**config.mk**
```make
export PLATFORM = sky130hd
export DESIGN_NAME = posit_fma_encoder_flat
export DESIGN_NICKNAME = d
export VERILOG_FILES = /design/src/rtl/posit_fma_encoder_pkg.sv /design/src/rtl/posit_fma_encoder_if.sv /design/src/rtl/posit_fma_encoder_round.sv /design/src/rtl/posit_fma_encoder.sv /design/src/flat_wrapper.sv
export SDC_FILE = /design/constraint.sdc
export NUM_CORES = 1
export LEC_CHECK = 0
export CORE_AREA = 4 4 207 169
export DETAILED_ROUTE_END_ITERATION = 6
export DIE_AREA = 0 0 211 173
export GPL_ROUTABILITY_DRIVEN = 1
export PLACE_DENSITY = 0.53
export SYNTH_ARGS = -nofsm -noshare
export SYNTH_HDL_FRONTEND = slang
export SYNTH_SLANG_ARGS = --single-unit
```
**constraint.sdc**
```tcl
create_clock -name clk -period 8.6 [get_ports clk]
set_clock_uncertainty 0.1 [all_clocks]
set_input_delay 1.29 -clock clk [delete_from_list [all_inputs] [get_ports clk]]
set_output_delay 1.29 -clock clk [all_outputs]
set_load 0.05 [all_outputs]
```
**src/rtl/posit_fma_encoder_pkg.sv**
```systemverilog
// -----------------------------------------------------------------------------
// posit_pkg
// Shared definitions for the posit FMA encoder back end.
//   P_N, P_ES, P_RS : default posit width, exponent field width, regime-count width
//   scale_t         : signed total scale factor (ES+RS+2 bits at the defaults)
//   NAR(n)          : Not-a-Real pattern, 1 followed by n-1 zeros
//   MAXPOS(n)       : largest positive posit, 0 followed by n-1 ones
//   MINPOS(n)       : smallest positive posit, 0..01
// The constant functions return 64-bit values; callers keep the low n bits.
// -----------------------------------------------------------------------------
package posit_pkg;

  localparam int P_N  = 32;
  localparam int P_ES = 2;
  localparam int P_RS = $clog2(P_N);

  typedef logic signed [P_ES+P_RS+1:0] scale_t;

  function automatic logic [63:0] NAR(input int n);
    return 64'd1 << (n - 1);
  endfunction

  function automatic logic [63:0] MAXPOS(input int n);
    return (64'd1 << (n - 1)) - 64'd1;
  endfunction

  function automatic logic [63:0] MINPOS(input int n);
    return (n > 1) ? 64'd1 : 64'd0;
  endfunction

endpackage

```
**src/rtl/posit_fma_encoder_if.sv**
```systemverilog
// -----------------------------------------------------------------------------
// posit_fma_encoder_if
// Bundles the two valid/ready channels of the encoder.
//   in_*  : decomposed FMA result from the arithmetic stage (valid/ready)
//   out_* : encoded posit towards the PPU result bus (valid/ready)
// Modports:
//   master : the environment (drives in_* fields and out_ready)
//   slave  : the encoder (drives in_ready and out_* results)
// Optional feature macro: POSIT_ENC_INEXACT_EN adds out_inexact.
// -----------------------------------------------------------------------------
interface posit_fma_encoder_if #(
  parameter int N  = 32,
  parameter int ES = 2,
  parameter int RS = $clog2(N)
);

  logic                 in_valid;
  logic                 in_ready;
  logic                 in_sign;
  logic [ES+RS+1:0]     in_scale;
  logic [2*N-1:0]       in_mant;
  logic                 in_inf;
  logic                 in_zero;
  logic                 out_valid;
  logic                 out_ready;
  logic [N-1:0]         out_posit;
`ifdef POSIT_ENC_INEXACT_EN
  logic                 out_inexact;
`endif

  modport master (
    output in_valid, in_sign, in_scale, in_mant, in_inf, in_zero, out_ready,
`ifdef POSIT_ENC_INEXACT_EN
    input  out_inexact,
`endif
    input  in_ready, out_valid, out_posit
  );

  modport slave (
    input  in_valid, in_sign, in_scale, in_mant, in_inf, in_zero, out_ready,
`ifdef POSIT_ENC_INEXACT_EN
    output out_inexact,
`endif
    output in_ready, out_valid, out_posit
  );

endinterface

```
**src/rtl/posit_fma_encoder_round.sv**
```systemverilog
// -----------------------------------------------------------------------------
// posit_round_rne
// Combinational round-to-nearest-even on an unsigned posit magnitude.
//   mag     in  N  magnitude (bit N-1 always 0)
//   guard   in  1  first dropped bit
//   sticky  in  1  OR of all further dropped bits
//   rounded out N  magnitude after rounding
//   ovf     out 1  rounding carried past maxpos into the sign position
// -----------------------------------------------------------------------------
module posit_round_rne #(
  parameter int N = 32
) (
  input  logic [N-1:0] mag,
  input  logic         guard,
  input  logic         sticky,
  output logic [N-1:0] rounded,
  output logic         ovf
);

  logic         round_up;
  logic [N:0]   sum;

  // Round up on more-than-half, or on an exact half when the kept lsb is odd.
  // Since the magnitude never uses bit N-1, a carry into it means the value
  // went past maxpos.
  always_comb begin
    round_up = guard & (sticky | mag[0]);
    sum      = {1'b0, mag} + {{N{1'b0}}, round_up};
    rounded  = sum[N-1:0];
    ovf      = sum[N] | sum[N-1];
  end

endmodule

```
**src/rtl/posit_fma_encoder.sv**
```systemverilog
// -----------------------------------------------------------------------------
// posit_fma_encoder
// Back end of the posit FMA datapath: packs sign / scale / normalised mantissa
// into an N-bit posit with round-to-nearest-even and saturation.
// Two register stages (s1: regime build + alignment, s2: rounding + sign),
// valid/ready on both sides, 2-cycle latency, 1 result/cycle when unstalled.
// Ports:
//   clk    in  clock, rising edge
//   rst_n  in  asynchronous active-low reset, discards in-flight data
//   bus    posit_fma_encoder_if.slave (in_* request channel, out_* result channel)
// Optional feature macro: POSIT_ENC_INEXACT_EN adds out_inexact aligned with
// out_posit; without it no extra flop exists.
// -----------------------------------------------------------------------------
module posit_fma_encoder
  import posit_pkg::*;
#(
  parameter int N  = P_N,
  parameter int ES = P_ES,
  parameter int RS = $clog2(N)
) (
  input  logic                clk,
  input  logic                rst_n,
  posit_fma_encoder_if.slave  bus
);

  localparam int SW = ES + RS + 2;
  localparam int TW = ES + 2*N - 1;
  localparam int W2 = 2 + TW + N;

  localparam logic signed [SW-1:0] K_MAX = SW'(N - 2);
  localparam logic signed [SW-1:0] K_MIN = SW'(-(N - 2));

  localparam logic [63:0]  NAR_W    = NAR(N);
  localparam logic [63:0]  MAXPOS_W = MAXPOS(N);
  localparam logic [63:0]  MINPOS_W = MINPOS(N);
  localparam logic [N-1:0] NAR_C    = NAR_W[N-1:0];
  localparam logic [N-1:0] MAXPOS_C = MAXPOS_W[N-1:0];
  localparam logic [N-1:0] MINPOS_C = MINPOS_W[N-1:0];

  logic                  s1_en;
  logic                  s2_en;

  logic signed [SW-1:0]  scale;
  logic signed [SW-1:0]  k_raw;
  logic signed [SW-1:0]  k_cl;
  logic                  k_neg;
  logic        [SW-1:0]  shamt;
  logic                  sat_d;
  logic signed [W2-1:0]  seed;
  logic signed [W2-1:0]  shifted;
  logic        [N-1:0]   mag_d;
  logic                  guard_d;
  logic                  sticky_d;
  logic                  unused_hidden;

  logic                  s1_valid;
  logic                  s1_sign;
  logic                  s1_inf;
  logic                  s1_zero;
  logic                  s1_sat;
  logic                  s1_kneg;
  logic        [N-1:0]   s1_mag;
  logic                  s1_guard;
  logic                  s1_sticky;

  logic        [N-1:0]   rounded;
  logic                  ovf;
  logic        [N-1:0]   enc;
  logic                  inexact_d;

  logic                  s2_valid;
  logic        [N-1:0]   s2_posit;

  // Shared stall logic: the output register may load when it is empty or being
  // drained; stage 1 may load when it is empty or can move into stage 2.
  always_comb begin
    s2_en = ~s2_valid | bus.out_ready;
    s1_en = ~s1_valid | s2_en;
  end

  assign bus.in_ready  = s1_en;
  assign bus.out_valid = s2_valid;
  assign bus.out_posit = s2_posit;

  // The hidden one of the normalised mantissa is implied by the regime
  // terminator, so bit 2N-1 carries no information here.
  assign unused_hidden = bus.in_mant[2*N-1];

  // Stage 1 datapath. The regime is produced by arithmetic-shifting a 2-bit
  // seed: "10" shifted by k yields k+1 ones then a zero, "01" shifted by -k-1
  // (= ~k) yields -k zeros then a one. The seed is padded with N zeros on the
  // right so no dropped bit is lost before guard/sticky are extracted.
  always_comb begin
    scale = $signed(bus.in_scale);
    k_raw = scale >>> ES;
    sat_d = 1'b0;
    k_cl  = k_raw;
    if (k_raw > K_MAX) begin
      k_cl  = K_MAX;
      sat_d = 1'b1;
    end else if (k_raw < K_MIN) begin
      k_cl  = K_MIN;
      sat_d = 1'b1;
    end
    k_neg    = k_cl[SW-1];
    shamt    = k_neg ? ~k_cl : k_cl;
    seed     = {(k_neg ? 2'b01 : 2'b10), bus.in_scale[ES-1:0],
                bus.in_mant[2*N-2:0], {N{1'b0}}};
    shifted  = seed >>> shamt;
    mag_d    = {1'b0, shifted[W2-1 -: N-1]};
    guard_d  = shifted[W2-N];
    sticky_d = |shifted[W2-N-1:0];
  end

  // Stage 1 register: captures a new request whenever stage 1 is free to move,
  // otherwise everything holds.
  always_ff @(posedge clk or negedge rst_n) begin
    if (!rst_n) begin
      s1_valid  <= 1'b0;
      s1_sign   <= 1'b0;
      s1_inf    <= 1'b0;
      s1_zero   <= 1'b0;
      s1_sat    <= 1'b0;
      s1_kneg   <= 1'b0;
      s1_mag    <= '0;
      s1_guard  <= 1'b0;
      s1_sticky <= 1'b0;
    end else if (s1_en) begin
      s1_valid <= bus.in_valid;
      if (bus.in_valid) begin
        s1_sign   <= bus.in_sign;
        s1_inf    <= bus.in_inf;
        s1_zero   <= bus.in_zero;
        s1_sat    <= sat_d;
        s1_kneg   <= k_neg;
        s1_mag    <= mag_d;
        s1_guard  <= guard_d;
        s1_sticky <= sticky_d;
      end
    end
  end

  posit_round_rne #(.N(N)) u_round (
    .mag     (s1_mag),
    .guard   (s1_guard),
    .sticky  (s1_sticky),
    .rounded (rounded),
    .ovf     (ovf)
  );

  // Stage 2 encode: saturation and overflow clamp to maxpos/minpos so a finite
  // non-zero value never becomes 0 or NaR; negation happens after clamping.
  // NaR outranks zero, and both ignore the sign.
  always_comb begin
    enc = rounded;
    if (s1_sat) begin
      enc = s1_kneg ? MINPOS_C : MAXPOS_C;
    end else if (ovf) begin
      enc = MAXPOS_C;
    end else if (rounded == '0) begin
      enc = MINPOS_C;
    end
    if (s1_sign) begin
      enc = -enc;
    end
    if (s1_inf) begin
      enc = NAR_C;
    end else if (s1_zero) begin
      enc = '0;
    end
    inexact_d = ~(s1_inf | s1_zero) & (s1_guard | s1_sticky | s1_sat);
  end

  // Output register: only advances when empty or accepted, so a stalled
  // result stays put until the consumer takes it.
  always_ff @(posedge clk or negedge rst_n) begin
    if (!rst_n) begin
      s2_valid <= 1'b0;
      s2_posit <= '0;
    end else if (s2_en) begin
      s2_valid <= s1_valid;
      if (s1_valid) begin
        s2_posit <= enc;
      end
    end
  end

`ifdef POSIT_ENC_INEXACT_EN
  logic s2_inexact;

  // Inexact flag travels alongside out_posit with the same enable.
  always_ff @(posedge clk or negedge rst_n) begin
    if (!rst_n) begin
      s2_inexact <= 1'b0;
    end else if (s2_en && s1_valid) begin
      s2_inexact <= inexact_d;
    end
  end

  assign bus.out_inexact = s2_inexact;
`else
  logic unused_inexact;
  assign unused_inexact = inexact_d;
`endif

endmodule

```
**src/flat_wrapper.sv**
```systemverilog
// flat-port wrapper written by rule: the top's interface ports become plain ports
module posit_fma_encoder_flat import posit_pkg::*;
#(
  parameter int N  = P_N,
  parameter int ES = P_ES,
  parameter int RS = $clog2(N)
)
  (clk, rst_n, bus_in_valid, bus_in_sign, bus_in_scale, bus_in_mant, bus_in_inf, bus_in_zero, bus_out_ready, bus_in_ready, bus_out_valid, bus_out_posit);
  posit_fma_encoder_if #(.N(N), .ES(ES), .RS(RS)) bus_i ();
  input  logic clk;
  input  logic rst_n;
  input wire logic [$bits(bus_i.in_valid)-1:0] bus_in_valid;
  input wire logic [$bits(bus_i.in_sign)-1:0] bus_in_sign;
  input wire logic [$bits(bus_i.in_scale)-1:0] bus_in_scale;
  input wire logic [$bits(bus_i.in_mant)-1:0] bus_in_mant;
  input wire logic [$bits(bus_i.in_inf)-1:0] bus_in_inf;
  input wire logic [$bits(bus_i.in_zero)-1:0] bus_in_zero;
  input wire logic [$bits(bus_i.out_ready)-1:0] bus_out_ready;
  output wire logic [$bits(bus_i.in_ready)-1:0] bus_in_ready;
  output wire logic [$bits(bus_i.out_valid)-1:0] bus_out_valid;
  output wire logic [$bits(bus_i.out_posit)-1:0] bus_out_posit;
  assign bus_i.in_valid = bus_in_valid;
  assign bus_i.in_sign = bus_in_sign;
  assign bus_i.in_scale = bus_in_scale;
  assign bus_i.in_mant = bus_in_mant;
  assign bus_i.in_inf = bus_in_inf;
  assign bus_i.in_zero = bus_in_zero;
  assign bus_i.out_ready = bus_out_ready;
  assign bus_in_ready = bus_i.in_ready;
  assign bus_out_valid = bus_i.out_valid;
  assign bus_out_posit = bus_i.out_posit;
  posit_fma_encoder #(.N(N), .ES(ES), .RS(RS)) u_core (.clk(clk), .rst_n(rst_n), .bus(bus_i));
endmodule
```
==> reports/summary.txt, run 1 <==
Status: finished, final reports clean
Post-route DRC: 0
Hold Vio Cnt, Final: 0
RSZ-0062 raised after global routing: no
Post-synthesis compound-gate area fraction: 36.62%
Crit path max-delay family: buffers and inverters
Total vias in the final route: 12,883
Die height: 173 um
Mapped Area: 10,740 um^2
Max-cap check violation count: 0
Ratio of cells with drive above 1 in the final layout: 7.678%
Combinational family with the most area after synthesis: compound AO/OA/AOI/OAI gates
Worst-Skew Late Latency: 330 ps
Post-synth EDFFs: 0
H-tree depth: 3
Clk buf depth: 2
Post-CTS resize count: 0
Final worst path period need: 6520 ps
Hold Crit Class: register to register
GR Util met3: 7.655%
Worst Tran Pin Value: 1344 ps
Max Fclk: 153.4 MHz
CTS tree: yes
Synth Instances: 1,545
Yosys Warn Count: 0
Netlist cell types: 92
Wire per inst: 24.62 um
Critical path's largest stage delay: 660 ps
Slew headroom: 10.10%
CTS Hold Bufs: 0
Final antenna diode count: 0
DRT antenna net count: 0
Final setup violation count: 0
Seq cells post-synth: 72
CP max FO: 30
WS Path Type: primary input to register
Slowest-stage cell, CP: xnor2_2
Pleak: 4.394 nW
Reg clk slew, reported paths: 60 ps
Setup crit end kind: register
Die area: 36,500 um^2
Largest net degree at the start of global routing: 73
Most frequent cells in the layout: 161 x nand2_1, 141 x a21oi_1, 130 x o21ai_0
Clk sinks: 72
Total core area: 33,110 um^2
Commonest non-fill, non-tap cell in the layout: nand2_1
Initial Utilization: 32.43%
Initial DRC Count: 1,686
IO Count: 114
TritonRoute pass-1 iters: 6
Sequential element share of the synthesized area: 16.78%
Placed cell area: 12,080 um^2
Total Power: 2.310 mW
Grt total ovfl: 0
Grt met2 use: 34.41%
Post-synth top area share: 16.78%
# fillers: 3,553
Worst path required time: 8710 ps
Yosys top cell by area: dfrtp_1
Gr usage total: 25.99%
Final worst-path cycle share: 75.81%
Row Count: 60
Setup tns final: 0 ps
Avg Cell Area, Syn: 6.949 um^2
Gpl congestion: 0.9874
GR peak layer: met1
Post-layout util: 37.40%
Vias in the first global route: 12,073
Worst path cell trace: clkdlybuf4s50_1 > buf_4 > nor2_1 > nand2_1 > nand3_1 > ha_2 > buf_4 > inv_2 > xnor2_2 > buf_4 > mux2_2 > o22ai_1 > nand3_1 > a32o_1 > a2111oi_0 > nor2_1 > or4b_1 > o22ai_1 > a31oi_1
CTS Buf Count: 9
Met1 GRT Util: 41.35%
Buf/Inv on CP: 5
PD cells: 186.6 nW/um^2
Die width: 211 um
Initial antenna violation count: 1
Post-synthesis mux area share: 6.246%
Ys flop type: dfrtp_1
Post-Syn Nets: 1,629
Layout net count: 1,643
First-pass GRT wire length: 76,360 um
Adder-Cell Fraction of Synth Area: 0.5594%
Vias/cell: 6.451
DRT Wirelength: 49,180 um
Design area: 12,380 um^2
Fraction of registers with async set/reset: 100.0%
WHS: 374.1 ps
Simple-Gate Fraction of Synth Area: 26.27%
Number of port buffers: 112
CP dominant cell by count: buf_4
Top cells by area, synth: dfrtp_1 17%, a21oi_1 6.7%, o21ai_0 6.1%
Post-DP HPWL: 37,160 um
Peak supply drop: 0.09467 mV
Crit path DAT: 6630 ps
Slew Viols, Final: 0
Clock root cell: clkbuf_16
Setup bufs post-CTS: 0
Area delta synth->final: 15.31%
CP Launch Type: primary input
Xor and xnor area share after synthesis: 6.072%
## power by group
part / internal (mW) / switching [mW]
Clock: 0.240 / 0.148
Combinational: 0.478 / 0.926
Sequential: 0.414 / 0.104
## sequential cells by signal, indices dropped and copies added, names as in the netlist
name	cells
u_core.s1_sticky	1
u_core.s1_guard	1
u_core.s1_valid	1
u_core.bus.out_posit	32
u_core.s1_zero	1
u_core.s1_mag	31
u_core.s1_inf	1
u_core.bus.out_valid	1
u_core.s1_kneg	1
u_core.s1_sat	1
u_core.s1_sign	1
## final cells by class
class                   count  area (um^2)  area share [%]
clock buffers              11        252.7           2.041
clock inverters             4        52.55          0.4245
inverters                  21        78.83          0.6367
multi-input cells        1297         8180           66.07
flip-flops and latches     72         1802           14.55
well taps                 434        543.0           4.386
repair buffers            158         1471           11.88
## cell families (layout without fill, tap and decap cells)
logic type / Yosys count / in the layout
compound gates: 590 / 590
xor+xnor: 71 / 71
fa+ha+maj: 5 / 5
buf+inv: 176 / 194
flops: 72 / 72
mux: 66 / 66
simple gates: 565 / 565
## metal layers
metal  part of all wire, %  vias to the layer above
met5                     0                        -
li1                      -                     5893
met1                    48                     6199
met3                    12                       65
met4                   1.5                        0
met2                    39                      726
## stage by stage
stage	setup WS [ps]	instances
floorplan	2971	1545
global placement	1862	1982
detailed placement	1858	1982
CTS	2174	1997
global route	1725	1997
finish	2080	1997
## synthesized netlist by cell type (7+ instances only)
| cell type | number |
|---|---|
| o22ai_1 | 28 |
| nor2b_1 | 12 |
| xnor2_1 | 42 |
| xor2_1 | 25 |
| buf_1 | 9 |
| nand4_1 | 22 |
| a22oi_1 | 21 |
| o31ai_1 | 13 |
| a22o_1 | 11 |
| o2111ai_1 | 8 |
| a21oi_1 | 143 |
| nand2b_1 | 12 |
| dfrtp_1 | 72 |
| and2_1 | 9 |
| a2bb2oi_1 | 8 |
| nor3_1 | 60 |
| and3_1 | 27 |
| a2111oi_0 | 15 |
| nand3_1 | 70 |
| o22a_1 | 8 |
| mux2i_1 | 58 |
| buf_2 | 54 |
| clkbuf_1 | 76 |
| a221oi_1 | 12 |
| a31oi_1 | 20 |
| nor2_1 | 111 |
| inv_1 | 20 |
| o21a_1 | 13 |
| a32oi_1 | 7 |
| a21o_1 | 10 |
| mux2_2 | 8 |
| o211ai_1 | 32 |
| o21ai_1 | 17 |
| o21ai_0 | 131 |
| nor4_1 | 16 |
| or2_2 | 7 |
| nand2_1 | 161 |
| or3_1 | 12 |
| a211oi_1 | 27 |
## worst register-to-register path, stage by stage (launching register included)
cell and delay, ps:
dfrtp_1 400, o21a_1 180, ha_1 250, ha_1 270
xnor2_1 160, a31oi_1 240, or4_1 530, a211oi_1 420
o2111ai_1 220, a2111oi_1 510, a21oi_1 240, ha_1 240
nand2_1 220, or2_0 330, nor2_1 70, nand2_1 150
o31ai_1 100, xnor2_1 180, a22o_1 190
## worst paths after layout
check                                                     start  slack (ps)                                    to  cells after the start
min reg2reg                u_core.bus.out_posit[13]$_DFFE_PN0P_         370  u_core.bus.out_posit[13]$_DFFE_PN0P_                      2
max reg2reg                        u_core.s1_mag[0]$_DFFE_PN0P_        3470  u_core.bus.out_posit[28]$_DFFE_PN0P_                     18
min                        u_core.bus.out_posit[13]$_DFFE_PN0P_         370  u_core.bus.out_posit[13]$_DFFE_PN0P_                      2
max in group asynchronous                                 rst_n        6760          u_core.s1_mag[7]$_DFFE_PN0P_                      1
min in group asynchronous                                 rst_n         990  u_core.bus.out_posit[10]$_DFFE_PN0P_                      1
max                                             bus_in_scale[5]        2080          u_core.s1_sticky$_DFFE_PN0P_                     19
Power figures use the tool's default switching activity.
==> inputs of run 2 (changes only) <==
PLACE_DENSITY = 0.55   (was 0.53)
clock period = 5.65 ns   (was 8.6 ns; I/O delays follow)
==> run 2 against run 1 <==
  * Utilization is 3.1 points higher
  * Wire length increased by 5.6%
  * Highest routed layer unchanged
  * Final area is 8.2% higher
  * Largest cell class unchanged
  * Final cell count up 5.8%
  * Clock-buffer cell count is 1 lower
==> reports/summary.txt, run 2 (synthesis results as in run 1) <==
Status: finished, final reports clean
WS Path Type: primary input to register
Sw power: 1.806 mW (+53%)
CTS Buf Count: 9 (unchanged)
Grt total ovfl: 0 (unchanged)
Total Power: 3.704 mW (+60%)
Setup ws final: 268.5 ps (-1812 ps)
Int Power: 1.898 mW (+68%)
Clk buf depth: 2 (unchanged)
Die width: 211 um (unchanged)
DRT antenna net count: 0 (unchanged)
Setup crit end kind: register
Slew Viols, Final: 0 (unchanged)
Reg2reg setup slack: 510 ps (-2960 ps)
First-pass GRT wire length: 79,160 um (+3.7%)
CP max FO: 14 (-53%)
Crit path DAT: 5490 ps (-1140 ps)
Number of flip-flops under the largest register name: 32 (unchanged)
Max-cap check violation count: 0 (unchanged)
R2r worst-path depth: 19 (+1)
Pleak: 5.007 nW (+14%)
Final setup violation count: 0 (unchanged)
CP Launch Type: primary input
Vias/cell: 6.330 (-1.9%)
Max Fclk: 185.8 MHz
Total core area: 33,110 um^2 (unchanged)
Clk sinks: 72 (unchanged)
Area delta synth->final: 24.82%
Gate power share: 62.2% (+1.5 points)
WHS: 376.6 ps (+2.554 ps)
Slowest-stage cell, CP: a2111oi_0
Final worst path period need: 5381 ps
Vias in the first global route: 12,512 (+3.6%)
# fillers: 3,476 (-2.2%)
Layout net count: 1,758 (+7.0%)
RSZ-0062 raised after global routing: no
CP dominant cell by count: buf_4
Number of port buffers: 112 (unchanged)
Clk pwr share: 16.6% (-0.2 points)
Final worst-path cycle share: 95.25%
Wire per inst: 24.60 um (-0.11%)
Setup tns final: 0 ps (unchanged)
Worst path cell trace: clkdlybuf4s50_1 > nor2_1 > nand2_1 > nand3_1 > ha_2 > or3_1 > buf_12 > nand2_4 > buf_4 > nor3_1 > a222oi_1 > buf_4 > a21oi_1 > buf_4 > o22ai_1 > a21oi_1 > a2111oi_0 > buf_4 > nand4_1 > a22oi_1 > a31oi_1
Reg clk slew, reported paths: 60 ps (about the same)
Hold Vio Cnt, Final: 0 (unchanged)
Post-DP HPWL: 40,620 um (+9.3%)
Worst path required time: 5760 ps (-2950 ps)
Largest net degree at the start of global routing: 73 (unchanged)
Switch share: 48.77% (-2.2 points)
Hold Crit Class: register to register
Post-route DRC: 0 (unchanged)
CTS Hold Bufs: 0 (unchanged)
Sequential power share: 21.2% (-1.3 points)
PD cells: 276.4 nW/um^2 (+48%)
H-tree depth: 3 (unchanged)
Worst-Skew Late Latency: 340 ps (about the same)
Row Count: 60 (unchanged)
Die height: 173 um (unchanged)
Total vias in the final route: 13,370 (+3.8%)
Final antenna diode count: 0 (unchanged)
IO Count: 114 (unchanged)
Commonest non-fill, non-tap cell in the layout: nand2_1
Clock root cell: clkbuf_16
DRT Wirelength: 51,950 um (+5.6%)
Place WS: -15.41 ps (-1873 ps)
Setup bufs post-CTS: 0 (unchanged)
Slew headroom: 26.80% (+17 points)
Peak supply drop: 0.1550 mV (+64%)
CTS tree: yes
Ratio of cells with drive above 1 in the final layout: 14.06% (+6.4 points)
Critical path's largest stage delay: 730 ps (+70 ps)
TritonRoute pass-1 iters: 6 (unchanged)
Initial Utilization: 32.43% (unchanged)
Gpl congestion: 0.9437 (-4.4%)
Worst Tran Pin Value: 1098 ps (-245.6 ps)
Initial DRC Count: 1,571 (-6.8%)
Gr usage total: 27.37% (+1.4 points)
Die area: 36,500 um^2 (unchanged)
Initial antenna violation count: 0 (-1)
Hold Path Depth: 2 (unchanged)
Most frequent cells in the layout: 161 x nand2_1, 150 x buf_4, 141 x a21oi_1
run 2: changes by cell type in the layout (fill, tap and decap cells not counted):
| cell | before | now |
|---|---|---|
| buf_12 | 1 | 12 |
| inv_6 | 1 | 0 |
| a211oi_2 | 0 | 1 |
| clkbuf_8 | 2 | 1 |
| o21ai_0 | 130 | 129 |
| o21ai_1 | 17 | 18 |
| bufinv_16 | 1 | 2 |
| buf_4 | 46 | 150 |
| clkinvlp_4 | 0 | 1 |
| a211oi_1 | 27 | 26 |
run 2: worst paths after layout:
kind | endpoint | from
setup / recovery | u_core.s1_sticky$_DFFE_PN0P_ | bus_in_scale[5]
hold / removal | u_core.bus.out_posit[14]$_DFFE_PN0P_ | u_core.bus.out_posit[14]$_DFFE_PN0P_
setup reg to reg | u_core.bus.out_posit[28]$_DFFE_PN0P_ | u_core.s1_mag[0]$_DFFE_PN0P_
hold reg to reg | u_core.bus.out_posit[14]$_DFFE_PN0P_ | u_core.bus.out_posit[14]$_DFFE_PN0P_
max in group asynchronous | u_core.s1_mag[9]$_DFFE_PN0P_ | rst_n
min in group asynchronous | u_core.bus.out_posit[24]$_DFFE_PN0P_ | rst_n
run 2: worst max-delay path, delay by kind of cell:
kind	cells	cell delay, ps
AOI/OAI and AO/OA	7	1650
adders and majority gates	1	300
buffers and inverters	6	1460
and+or+nand+nor	7	1220
run 2: final cells by class:
cell class | instances | area, um^2 | area share [%]
well taps | 434 | 543.0 | 4.052
multi-input cells | 1297 | 8185 | 61.08
inverters | 21 | 78.83 | 0.5882
clock buffers | 10 | 239.0 | 1.783
clock inverters | 5 | 81.33 | 0.6069
repair buffers | 273 | 2472 | 18.45
flip-flops and latches | 72 | 1802 | 13.44
run 2: power by group through the flow:
stage / combinational, mW / clock, mW / sequential (mW)
global placement: 2.25 / 0 / 0.787
CTS: 2.25 / 0.622 / 0.783
detailed placement: 2.24 / 0 / 0.792
global route: 2.46 / 0.646 / 0.809
finish: 2.30 / 0.617 / 0.785
floorplan: 1.27 / 0 / 0.913
run 2: per-layer routing:
metal  GRT usage [%]  share of wire (%)  vias up
met5               0                  0        -
met3           6.457                9.8       74
li1                -                  -     6134
met2           37.53                 40      686
met4           4.375                1.7        0
met1           43.45                 49     6476
run 2: stage by stage:
step                cell area, um^2  util [%]  cells
finish                        13400     40.48   2112
global route                  13400     40.48   2112
CTS                           13400     40.46   2112
detailed placement            13080     39.50   2097
global placement              13080     39.50   2097
floorplan                     10740         -   1545
run 2: what timing repair did:
item / 4_1_cts / 5_1_grt
endpoints found under the hold margin: 0 / 0
setup endpoints to repair: 0 / 1
gates resized for setup: 0 / 1
==> inputs of run 3 (changes only) <==
CAP_MARGIN = 30   (was unset)
SLEW_MARGIN = 10   (was unset)
==> run 3 against run 2 <==
  * Sequential power is 0.8% lower
  * Die area unchanged
  * Sequential share of layout area decreased by 0.050 points
  * Power up 0.19%
  * Largest power group unchanged
==> reports/summary.txt, run 3 (synthesis results as in run 1) <==
Total vias in the final route: 13,357 (-0.097%)
Max-cap check violation count: 0 (unchanged)
CTS Buf Count: 9 (unchanged)
Clk buf depth: 2 (unchanged)
Initial Utilization: 32.43% (unchanged)
Clk sinks: 72 (unchanged)
Die area: 36,500 um^2 (unchanged)
Number of port buffers: 112 (unchanged)
DRT antenna net count: 0 (unchanged)
Met3 WL: 5586 um (+9.8%)
CP Launch Type: primary input
Setup bufs post-CTS: 0 (unchanged)
Total core area: 33,110 um^2 (unchanged)
Die height: 173 um (unchanged)
Ratio of cells with drive above 1 in the final layout: 14.16% (+0.094 points)
Slew Viols, Final: 0 (unchanged)
WL met1: 24,950 um (-1.7%)
Commonest non-fill, non-tap cell in the layout: nand2_1
CTS Hold Bufs: 0 (unchanged)
Layout net count: 1,761 (+0.17%)
TritonRoute pass-1 iters: 5 (-1)
Gr usage total: 27.34% (about the same)
Reg clk slew, reported paths: 60 ps (about the same)
Metal2 WL: 20,690 um (+0.51%)
IO Count: 114 (unchanged)
First-pass GRT wire length: 79,290 um (+0.17%)
CTS tree: yes
Area delta synth->final: 25.29%
Hold Crit Class: primary input to asynchronous set/reset pin
H-tree depth: 3 (unchanged)
Vias/cell: 6.315 (-0.24%)
DRT Wirelength: 51,890 um (-0.12%)
Crit path DAT: 5480 ps (about the same)
Row Count: 60 (unchanged)
Worst Tran Pin Value: 885.1 ps (-212.9 ps)
Peak supply drop: 0.1381 mV (-11%)
Final worst-path cycle share: 95.14% (-0.11 points)
PD cells: 275.9 nW/um^2 (-0.18%)
Top Metal Used: met5
CP max FO: 11 (-3)
Worst-Skew Late Latency: 340 ps (about the same)
Slew headroom: 40.37% (+14 points)
Setup crit end kind: register
Max Fclk: 186.0 MHz (+0.12%)
Final antenna diode count: 0 (unchanged)
RSZ-0062 raised after global routing: no
Vias in the first global route: 12,469 (-0.34%)
Wire per inst: 24.53 um (-0.26%)
Grt total ovfl: 0 (unchanged)
Pleak: 5.032 nW (+0.51%)
Clock root cell: clkbuf_16
Hold Vio Cnt, Final: 0 (unchanged)
Worst path required time: 5760 ps (about the same)
Initial antenna violation count: 1 (+1)
Post-route DRC: 0 (unchanged)
Final setup violation count: 0 (unchanged)
Number of flip-flops under the largest register name: 32 (unchanged)
WS Path Type: primary input to register
# fillers: 3,486 (+0.29%)
Initial DRC Count: 1,643 (+4.6%)
Largest net degree at the start of global routing: 73 (unchanged)
Total Power: 3.711 mW (+0.19%)
Post-DP HPWL: 40,640 um (about the same)
Post-CTS resize count: 0 (unchanged)
Gpl congestion: 0.9437 (unchanged)
Die width: 211 um (unchanged)
Final worst path period need: 5375 ps (-6.253 ps)
Setup tns final: 0 ps (unchanged)
Status: finished, final reports clean
Most frequent cells in the layout: 161 x nand2_1, 151 x buf_4, 141 x a21oi_1
## run 3: final timing paths
check | startpoint | endpoint | slack [ps] | cells past startpoint
max in group asynchronous | rst_n | u_core.s1_mag[8]$_DFFE_PN0P_ | 4530 | 2
min in group clk | u_core.bus.out_posit[24]$_DFFE_PN0P_ | u_core.bus.out_posit[24]$_DFFE_PN0P_ | 380 | 2
setup / recovery | bus_in_scale[5] | u_core.s1_sticky$_DFFE_PN0P_ | 270 | 19
hold reg to reg | u_core.bus.out_posit[24]$_DFFE_PN0P_ | u_core.bus.out_posit[24]$_DFFE_PN0P_ | 380 | 2
setup reg to reg | u_core.s1_sticky$_DFFE_PN0P_ | u_core.bus.out_posit[28]$_DFFE_PN0P_ | 550 | 19
hold / removal | rst_n | u_core.bus.out_posit[28]$_DFFE_PN0P_ | 350 | 1
## run 3: area by class of cell
cell class                 instances  area [um^2]  area share (%)
inverter                          21        78.83          0.5860
tap                              434        543.0           4.037
multi-input combinational       1297         8180           60.81
clock inverter                     5        81.33          0.6046
sequential                        72         1802           13.39
timing repair buffer             276         2527           18.79
clock buffer                      10        239.0           1.777
## run 3: report_power, final
part	switching (mW)	internal [mW]	total, mW
clock	0.217	0.396	0.613
combinational	1.44	0.877	2.32
sequential	0.147	0.631	0.779
total	1.81	1.90	3.71
## run 3: stage by stage
step                util [%]  setup WS (ps)  instance area [um^2]  hold WS [ps]  std cells
global placement       39.50         -36.78                 13080         369.0       2097
floorplan                  -          463.9                 10740         357.2       1545
finish                 40.63          274.8                 13450         348.6       2115
detailed placement     39.52         -36.17                 13080         370.0       2098
CTS                    40.49          296.9                 13400         381.9       2113
global route           40.63          28.79                 13450         380.1       2115
## run 3: routing by layer
metal	track usage, %	up-vias
met1	42.95	6469
met2	37.67	689
met5	0	-
met4	3.349	2
li1	-	6143
met3	7.691	54
## run 3: critical path, stage by stage
cell             delay (ps)
clkdlybuf4s50_1         450
nor2_1                  170
nand2_1                  60
nand3_1                  90
ha_2                    300
or3_1                   490
buf_12                  230
and3_1                  220
a2111oi_0               380
a21oi_1                 150
a2111oi_0               380
buf_4                   180
a31oi_1                  50
a211oi_1                460
buf_4                   200
a32oi_1                  60
or4b_1                  510
o22ai_1                 160
a31oi_1                 100
